File: config.mk
export PLATFORM = sky130hd
export DESIGN_NAME = mem_access
export DESIGN_NICKNAME = d
export VERILOG_FILES = /design/src/rtl/mem_access.sv
export SDC_FILE = /design/constraint.sdc
export NUM_CORES = 1
export LEC_CHECK = 0
export ABC_AREA = 0
export CORE_ASPECT_RATIO = 1.5
export CORE_MARGIN = 8
export CORE_UTILIZATION = 48
export DETAILED_ROUTE_END_ITERATION = 16
export PLACE_DENSITY = 0.81
export SYNTH_ARGS = -nofsm -noshare
export SYNTH_HDL_FRONTEND = slang
export SYNTH_SLANG_ARGS = --single-unit
File: constraint.sdc
create_clock -name clk -period 2.5 [get_ports clk]
set_clock_uncertainty 0.05 [all_clocks]
set_input_delay 0.5 -clock clk [delete_from_list [all_inputs] [get_ports clk]]
set_output_delay 0.5 -clock clk [all_outputs]
set_load 0.01 [all_outputs]
File: src/rtl/mem_access.sv
// rtl/mem_access.sv - memory stage: stalls EM on data-memory accesses, formats load/store data, flags misalignment and bus timeout
module mem_access #(
  parameter int DMEM_TIMEOUT = 16
) (
  input  logic        clk,
  input  logic        rstd,
  input  logic [31:0] EM_pc,
  input  logic [31:0] EM_alu_result,
  input  logic [31:0] EM_w_data,
  input  logic [1:0]  EM_mem_access_width,
  input  logic [4:0]  EM_rd_addr,
  input  logic        EM_w_enable,
  input  logic        EM_is_store,
  input  logic        EM_is_load,
  input  logic        EM_is_load_unsigned,
  output logic        mem_stall,
  output logic        dmem_req,
  output logic        dmem_we,
  output logic [31:0] dmem_addr,
  output logic [3:0]  dmem_wstrb,
  output logic [31:0] dmem_wdata,
  input  logic [31:0] dmem_rdata,
  input  logic        dmem_ack,
  output logic [31:0] MW_pc,
  output logic [4:0]  MW_rd_addr,
  output logic        MW_w_enable,
  output logic [31:0] MW_w_data,
  output logic        mem_misaligned,
  output logic        mem_fault
);

  localparam int CW = $clog2(DMEM_TIMEOUT + 1);

  typedef enum logic [1:0] {IDLE, ACCESS, FAULT} state_t;

  state_t         state_q, state_d;
  logic [CW-1:0]  cnt_q, cnt_d;
  logic [31:0]    addr_q, addr_d, sdata_q, sdata_d, pc_q, pc_d;
  logic [1:0]     width_q, width_d;
  logic [4:0]     rd_q, rd_d;
  logic           uns_q, uns_d, store_q, store_d, wen_q, wen_d;
  logic [31:0]    mw_pc_q, mw_pc_d, mw_data_q, mw_data_d;
  logic [4:0]     mw_rd_q, mw_rd_d;
  logic           mw_wen_q, mw_wen_d, mis_q, mis_d;
  logic           stall_c;

  logic           em_mem, em_mis, in_acc;
  logic [7:0]     rd_byte;
  logic [15:0]    rd_half;
  logic [31:0]    load_val;
  logic [3:0]     strb;
  logic [31:0]    wrep;

  assign em_mem = EM_is_load | EM_is_store;
  assign em_mis = ((EM_mem_access_width == 2'd1) && EM_alu_result[0]) ||
                  (EM_mem_access_width[1] && (EM_alu_result[1:0] != 2'b00));
  assign in_acc = (state_q == ACCESS);

  // Load data: pick the addressed lane of the returned word and extend it
  always_comb begin
    rd_byte  = 8'h00;
    rd_half  = addr_q[1] ? dmem_rdata[31:16] : dmem_rdata[15:0];
    load_val = dmem_rdata;
    case (addr_q[1:0])
      2'd0:    rd_byte = dmem_rdata[7:0];
      2'd1:    rd_byte = dmem_rdata[15:8];
      2'd2:    rd_byte = dmem_rdata[23:16];
      default: rd_byte = dmem_rdata[31:24];
    endcase
    case (width_q)
      2'd0:    load_val = {{24{~uns_q & rd_byte[7]}}, rd_byte};
      2'd1:    load_val = {{16{~uns_q & rd_half[15]}}, rd_half};
      default: load_val = dmem_rdata;
    endcase
  end

  // Store lane enables and lane-replicated write data
  always_comb begin
    strb = 4'hF;
    wrep = sdata_q;
    case (width_q)
      2'd0: begin
        strb = 4'b0001 << addr_q[1:0];
        wrep = {4{sdata_q[7:0]}};
      end
      2'd1: begin
        strb = 4'b0011 << {addr_q[1], 1'b0};
        wrep = {2{sdata_q[15:0]}};
      end
      default: begin
        strb = 4'hF;
        wrep = sdata_q;
      end
    endcase
  end

  assign dmem_req   = in_acc;
  assign dmem_we    = in_acc & store_q;
  assign dmem_addr  = in_acc ? {addr_q[31:2], 2'b00} : 32'h0;
  assign dmem_wstrb = (in_acc & store_q) ? strb : 4'h0;
  assign dmem_wdata = (in_acc & store_q) ? wrep : 32'h0;

  assign mem_stall      = rstd & stall_c;
  assign mem_fault      = (state_q == FAULT);
  assign MW_pc          = mw_pc_q;
  assign MW_rd_addr     = mw_rd_q;
  assign MW_w_enable    = mw_wen_q;
  assign MW_w_data      = mw_data_q;
  assign mem_misaligned = mis_q;

  // Next state, latched transaction fields and writeback fields
  always_comb begin
    state_d   = state_q;
    cnt_d     = cnt_q;
    addr_d    = addr_q;
    sdata_d   = sdata_q;
    pc_d      = pc_q;
    width_d   = width_q;
    rd_d      = rd_q;
    uns_d     = uns_q;
    store_d   = store_q;
    wen_d     = wen_q;
    mw_pc_d   = mw_pc_q;
    mw_rd_d   = mw_rd_q;
    mw_wen_d  = mw_wen_q;
    mw_data_d = mw_data_q;
    mis_d     = 1'b0;
    stall_c   = 1'b0;
    case (state_q)
      IDLE: begin
        if (!em_mem) begin
          mw_pc_d   = EM_pc;
          mw_rd_d   = EM_rd_addr;
          mw_wen_d  = EM_w_enable;
          mw_data_d = EM_alu_result;
        end else if (em_mis) begin
          mw_wen_d = 1'b0;
          mis_d    = 1'b1;
        end else begin
          stall_c  = 1'b1;
          addr_d   = EM_alu_result;
          sdata_d  = EM_w_data;
          pc_d     = EM_pc;
          width_d  = EM_mem_access_width;
          rd_d     = EM_rd_addr;
          uns_d    = EM_is_load_unsigned;
          store_d  = EM_is_store;
          // a load+store combination is treated as a store that never writes back
          wen_d    = EM_w_enable & ~(EM_is_load & EM_is_store);
          mw_wen_d = 1'b0;
          cnt_d    = '0;
          state_d  = ACCESS;
        end
      end
      ACCESS: begin
        if (dmem_ack) begin
          mw_pc_d   = pc_q;
          mw_rd_d   = rd_q;
          mw_wen_d  = wen_q;
          mw_data_d = store_q ? addr_q : load_val;
          state_d   = IDLE;
        end else begin
          stall_c  = 1'b1;
          mw_wen_d = 1'b0;
          if (cnt_q == CW'(DMEM_TIMEOUT - 1)) state_d = FAULT;
          else                                cnt_d   = cnt_q + CW'(1);
        end
      end
      default: begin
        stall_c  = 1'b1;
        mw_wen_d = 1'b0;
      end
    endcase
  end

  // State and data registers, cleared asynchronously by rstd
  always_ff @(posedge clk or negedge rstd) begin
    if (!rstd) begin
      state_q   <= IDLE;
      cnt_q     <= '0;
      addr_q    <= 32'h0;
      sdata_q   <= 32'h0;
      pc_q      <= 32'h0;
      width_q   <= 2'd0;
      rd_q      <= 5'd0;
      uns_q     <= 1'b0;
      store_q   <= 1'b0;
      wen_q     <= 1'b0;
      mw_pc_q   <= 32'h0;
      mw_rd_q   <= 5'd0;
      mw_wen_q  <= 1'b0;
      mw_data_q <= 32'h0;
      mis_q     <= 1'b0;
    end else begin
      state_q   <= state_d;
      cnt_q     <= cnt_d;
      addr_q    <= addr_d;
      sdata_q   <= sdata_d;
      pc_q      <= pc_d;
      width_q   <= width_d;
      rd_q      <= rd_d;
      uns_q     <= uns_d;
      store_q   <= store_d;
      wen_q     <= wen_d;
      mw_pc_q   <= mw_pc_d;
      mw_rd_q   <= mw_rd_d;
      mw_wen_q  <= mw_wen_d;
      mw_data_q <= mw_data_d;
      mis_q     <= mis_d;
    end
  end

endmodule

## Word level (Yosys, flattened, before mapping)

Index checks and enable logic that the tools add are counted.

- Bitwise logic cells: 10
- Shifts and indexed selects: 2
- Add/subtract/negate cells: 1
- Mux-type cells: 38
- Reductions and logical operators: 12
- Equal/unequal tests: 14

Operators by type and width:

| operator | number |
|---|---|
| $pmux W32 S2 | 4 |
| $mux W32 | 7 |
| $mux W5 | 6 |
| $pmux W8 S3 | 1 |
| $pmux W5 S2 | 2 |
| $mux W16 | 1 |
| $ne A2 B2 Y1 const B | 6 |
| $eq A2 B1 Y1 const B | 4 |
| $mux W1 | 8 |
| $mux W2 | 4 |
| $pmux W4 S2 | 1 |
| $and A1 B1 Y1 | 6 |
| $logic_not A2 Y1 | 3 |
| $reduce_and A3 Y1 | 2 |
| $add A5 B1 Y5 const B | 1 |
| $eq A5 B4 Y1 const B | 1 |
| $reduce_and A5 Y1 | 1 |
| $eq A2 B2 Y1 const B | 2 |
| $mux W4 | 1 |
| $pmux W1 S2 | 2 |
| $pmux W2 S2 | 1 |
| $reduce_and A4 Y1 | 1 |
| $reduce_bool A2 Y1 | 2 |
| $shl A1 B2 Y4 const A | 1 |
| other kinds (6) | 9 |

- Flip-flop bits (word level): 184
- Output and inout bits: 143

## Logic depth before layout (Yosys ltp)

- Word-level depth: 7
- Depth in mapped cells: 8
- Gate-level depth less buffers: 7

## Worst setup path before layout

Ideal clock, no wire load.

- Kind: register -> output
- Start: reg state_q[1]
- End: out dmem_addr[10]
- Stages on the path, launching flop included: 8
- Setup slack: 0.271 ns
- Data arrival time: 1.679 ns
- Path through: dfrtp_1 > buf_6 > nand2b_1 > inv_1 > clkbuf_1 > clkbuf_1 > clkbuf_1 > and2_1

- Word-level cells in the longest chain between the ends: 2

RTL lines:

| what | RTL line | text |
|---|---|---|
| start, declared | 36 | `state_t state_q, state_d;` |
| start signal, assigned | 195 | `state_q <= state_d;` |
| $eq A2 B1 Y1 | 57 | `assign in_acc = (state_q == ACCESS);` |
| $mux W32 | 99 | `assign dmem_addr = in_acc ? {addr_q[31:2], 2'b00} : 32'h0;` |
| end, declared | 19 | `output logic [31:0] dmem_addr,` |

Every way passes these cells.

## Worst setup path after layout

- Start: reg width_q[0]
- End: out dmem_wdata[9]

- Word-level cells in the longest chain between the ends: 3

RTL lines:

| what | RTL line | text |
|---|---|---|
| start, declared | 39 | `logic [1:0] width_q, width_d;` |
| start signal, assigned | 200 | `width_q <= width_d;` |
| $eq A2 B1 Y1 or $logic_not A2 Y1 (tied branches) | 81 | `case (width_q)` |
| $pmux W32 S2 * | 81 |  |
| $mux W32 * | 101 | `assign dmem_wdata = (in_acc & store_q) ? wrep : 32'h0;` |
| end, declared | 21 | `output logic [31:0] dmem_wdata,` |

Every way passes the cells marked *; elsewhere a longest branch is shown, timed or not.

==> impl_summary.log <==
[metrics] H-tree level count: 4
[metrics] top-level I/O count: 285
[metrics] unrepaired setup endpoints after global routing: false
[metrics] combinational power share: 42.7%
[metrics] most frequent standard cell in the layout excluding fill and tap cells: clkdlybuf4s50_1
[metrics] wire length of the first global-routing pass: 50.8 mm
[metrics] post-route ant nets: 0
[metrics] Initial DRC Count: 802
[metrics] transition at the pin with the smallest max-transition slack: 1.02 ns
[metrics] Seq/Total Area, Yosys: 47.8%
[metrics] area of the mapped netlist: 9640 um2
[metrics] RD Place Congestion: 0.863
[metrics] clk sinks: 184
[metrics] synthesized netlist cell count: 970
[metrics] share of total power in sequential cells: 37.1%
[metrics] CTS root buffer: clkbuf_16
[metrics] Die Footprint: 25,000 um2
[metrics] detailed-route wire length per cell: 21.1 um
[metrics] total CTS buffers: 17
[metrics] share of synthesized flip-flops with an asynchronous set or reset: 100%
[metrics] filler cell count in the final layout: 1,524
[metrics] final core utilization: 68.9%
[metrics] router iterations before antenna repair: 5
[metrics] core outline area: 19,700 um2
[metrics] result of the run: complete, no violations
[metrics] top fanout value on the critical path: 8
[metrics] worst slew margin relative to its limit: 32.1%
[metrics] number of vias per cell after detailed routing: 5.82
[metrics] width of the die: 132 um
[metrics] maximum clock frequency: 411 MHz
[metrics] Pwr Density: 922 nW/um2
[metrics] clock latency of the later-clocked register in the worst-skew pair: 0.44 ns
[metrics] vias in the first global route: 9,145
[metrics] synthesized flop and latch total: 184
[metrics] detailed-route wire length: 32.2 mm
[metrics] launch instance of the worst register-to-register path: width_q[0]$_DFFE_PN0P_
[metrics] overall fraction of global-route tracks in use: 25.7%
[metrics] data required time at the worst endpoint: 1.95 ns
[metrics] final HPWL from detailed placement: 22.6 mm
[metrics] clock tree from TritonCTS: built
[metrics] maximum number of buffers from clock root to sink: 2
[metrics] top-area cell type share of the netlist area: 47.8%
[metrics] static power due to leakage: 5.95 nW
[metrics] total DRC errors in the routed layout: 0
[metrics] Warnings, synthesis: 0
[metrics] final number of hold-violating endpoints: 0
[metrics] switching share of total power: 35.5%
[metrics] maximum number of pins on one net before global-route repair: 180
[metrics] number of synthesized flops with an enable pin: 0
[metrics] P_int: 8.08 mW
[metrics] number of port buffers: 282
[metrics] Cell variety after synth: 47
[metrics] Clk pwr share: 20.2%
[metrics] period utilization: 97.3%
[metrics] setup violators final: 0
[metrics] capturing element type of the critical path: primary output
[metrics] path type of the worst setup path: flop to primary output
[metrics] top flip-flop cell by instance count after synthesis: dfrtp_1
[metrics] initial core utilization: 48.9%
[metrics] Worst Hold Class: primary input to asynchronous set/reset pin
[metrics] Area contributors post-synth: dfrtp_1 48%, mux2_2 13%, nand2_1 4.7%
[metrics] library cell with the largest summed area after synthesis: dfrtp_1
[metrics] clock slew seen by the registers of the worst setup and hold paths: 0.07 ns
[metrics] PnR Total Power: 12.5 mW
[metrics] average size of a mapped cell: 9.94 um2
[metrics] Rows: 63
[metrics] number of antenna violations at the first check in global routing: 2
[metrics] number of max-slew violations in the final report: 0
[metrics] chip height: 190 um
[metrics] internal reg-to-reg setup slack: 0.16 ns
[metrics] top library cells by usage in the layout, fill and taps aside: 211 x clkdlybuf4s50_1, 180 x dfrtp_1, 119 x nand2_1
[metrics] max-capacitance violation count: 0
[metrics] Worst setup SP type: flop
[metrics] DR vias: 8,855
[metrics] synthesis-to-finish area growth: 40.9%
[metrics] maximum ir drop on the vdd rail: 0.000740 V
[metrics] launch point of the worst path: width_q[0]$_DFFE_PN0P_
[metrics] grt ovf: 0
[metrics] minimum clock period after layout: 2.43 ns
[metrics] reported net switching power: 4.44 mW
[metrics] Nets: 1,392
[metrics] proportion of layout cells with a drive suffix above 1: 18.5%
[metrics] Worst EP arrival: 1.88 ns
[area by class of cell]
class                   instances  area, um2  area share [%]
multi-input cells             683       4620            34.0
diodes                          1       2.50          0.0184
clock inverters                12       91.3           0.672
repair buffers                346       3410            25.1
inverters                      16       72.6           0.534
clock buffers                  20        447            3.29
flip-flops and latches        184       4610            33.9
well taps                     260        325            2.39
[worst max-delay path, cell delays in order (launching register included)]
cell and delay [ns]:
dfrtp_2 0.48, buf_4 0.17, nor2_1 0.09, buf_4 0.16, nand2_1 0.06, a21oi_1 0.19
clkdlybuf4s15_1 0.29
[metrics by stage]
step	hold WS (ns)	std cells	setup TNS, ns	worst slack [ns]	cell area, um2
after floorplan	0.154	971	0	0.271	9650
final	0.401	1522	0	0.0679	13600
after detailed placement	0.278	1480	-16.08	-0.333	12900
after global placement	0.278	1480	-13.32	-0.334	12900
after global routing	0.381	1522	0	0.00268	13600
after CTS	0.374	1520	-0.101	-0.101	13600
[Yosys cell counts, drive strengths merged, types with 2 or more instances]
master   instances
dfrtp          184
nand2          121
mux2           112
nor2            86
clkbuf          57
a31oi           55
a221oi          40
nand3           39
a21oi           37
and2            31
buf             31
mux2i           18
nor3b           18
nor2b           17
inv             16
o41a            16
o21ai           12
and3            10
nand2b           9
a2111oi          8
nand3b           8
a211o            7
o311ai           7
a21o             3
or2              3
a22o             2
and4b            2
ha               2
nand4            2
nor3             2
nor4             2
or3b             2
[path summary, 6_finish.rpt]
check                                      endpoint  cells past startpoint
min in group clk               cnt_q[4]$_DFFE_PN0P_                      1
hold / removal                 pc_q[19]$_DFFE_PN0P_                      2
hold reg to reg                cnt_q[4]$_DFFE_PN0P_                      1
max in group asynchronous    width_q[0]$_DFFE_PN0P_                      3
setup reg to reg           MW_w_data[0]$_DFFE_PN0P_                      7
setup / recovery                      dmem_wdata[9]                      6
[sequential cells by signal, summed over array words and instances, names as in the netlist]
register	flops
state_q	2
wen_q	1
pc_q	32
MW_w_enable	1
MW_pc	32
store_q	1
rd_q	5
cnt_q	5
width_q	2
addr_q	32
MW_rd_addr	5
MW_w_data	32
sdata_q	32
uns_q	1
mem_misaligned	1
[power groups by stage]
stage	clock network [mW]	registers, mW	logic (mW)
finish	2.53	4.65	5.35
floorplan	0	4.71	2.62
detailed placement	0	4.70	5.33
global route	2.69	4.78	5.79
global placement	0	4.66	5.24
CTS	2.57	4.64	5.38
[repair_timing]
action / in CTS / in global routing
endpoints found under the hold margin: 5 / 0
gates cloned: 2 / 0
hold buffers: 1 / 0
buffers inserted: 5 / 1
endpoints found under the setup margin: 69 / 21
gates resized for setup: 81 / 27
[cells by family after synthesis]
logic type                 Yosys count  synth area share (%)
adders and majority gates            2                 0.259
other                                1                0.0389
and+or+nand+nor                    356                  17.8
muxes                              130                  14.9
DFF                                184                  47.8
AOI/OAI and AO/OA                  193                  14.6
buffers and inverters              104                  4.65
[metal layers]
metal  global-route usage, %  routed length, um  share of wire [%]  vias to the layer above
li1                        -                  -                  -                     4057
met1                    28.9              12000                 37                     4314
met2                    43.1              16000                 50                      392
met3                    7.60               2450                7.6                       90
met4                    14.6               1640                5.1                        2
met5                       0                 13              0.040                        -
(Power assumes the default switching activity.)
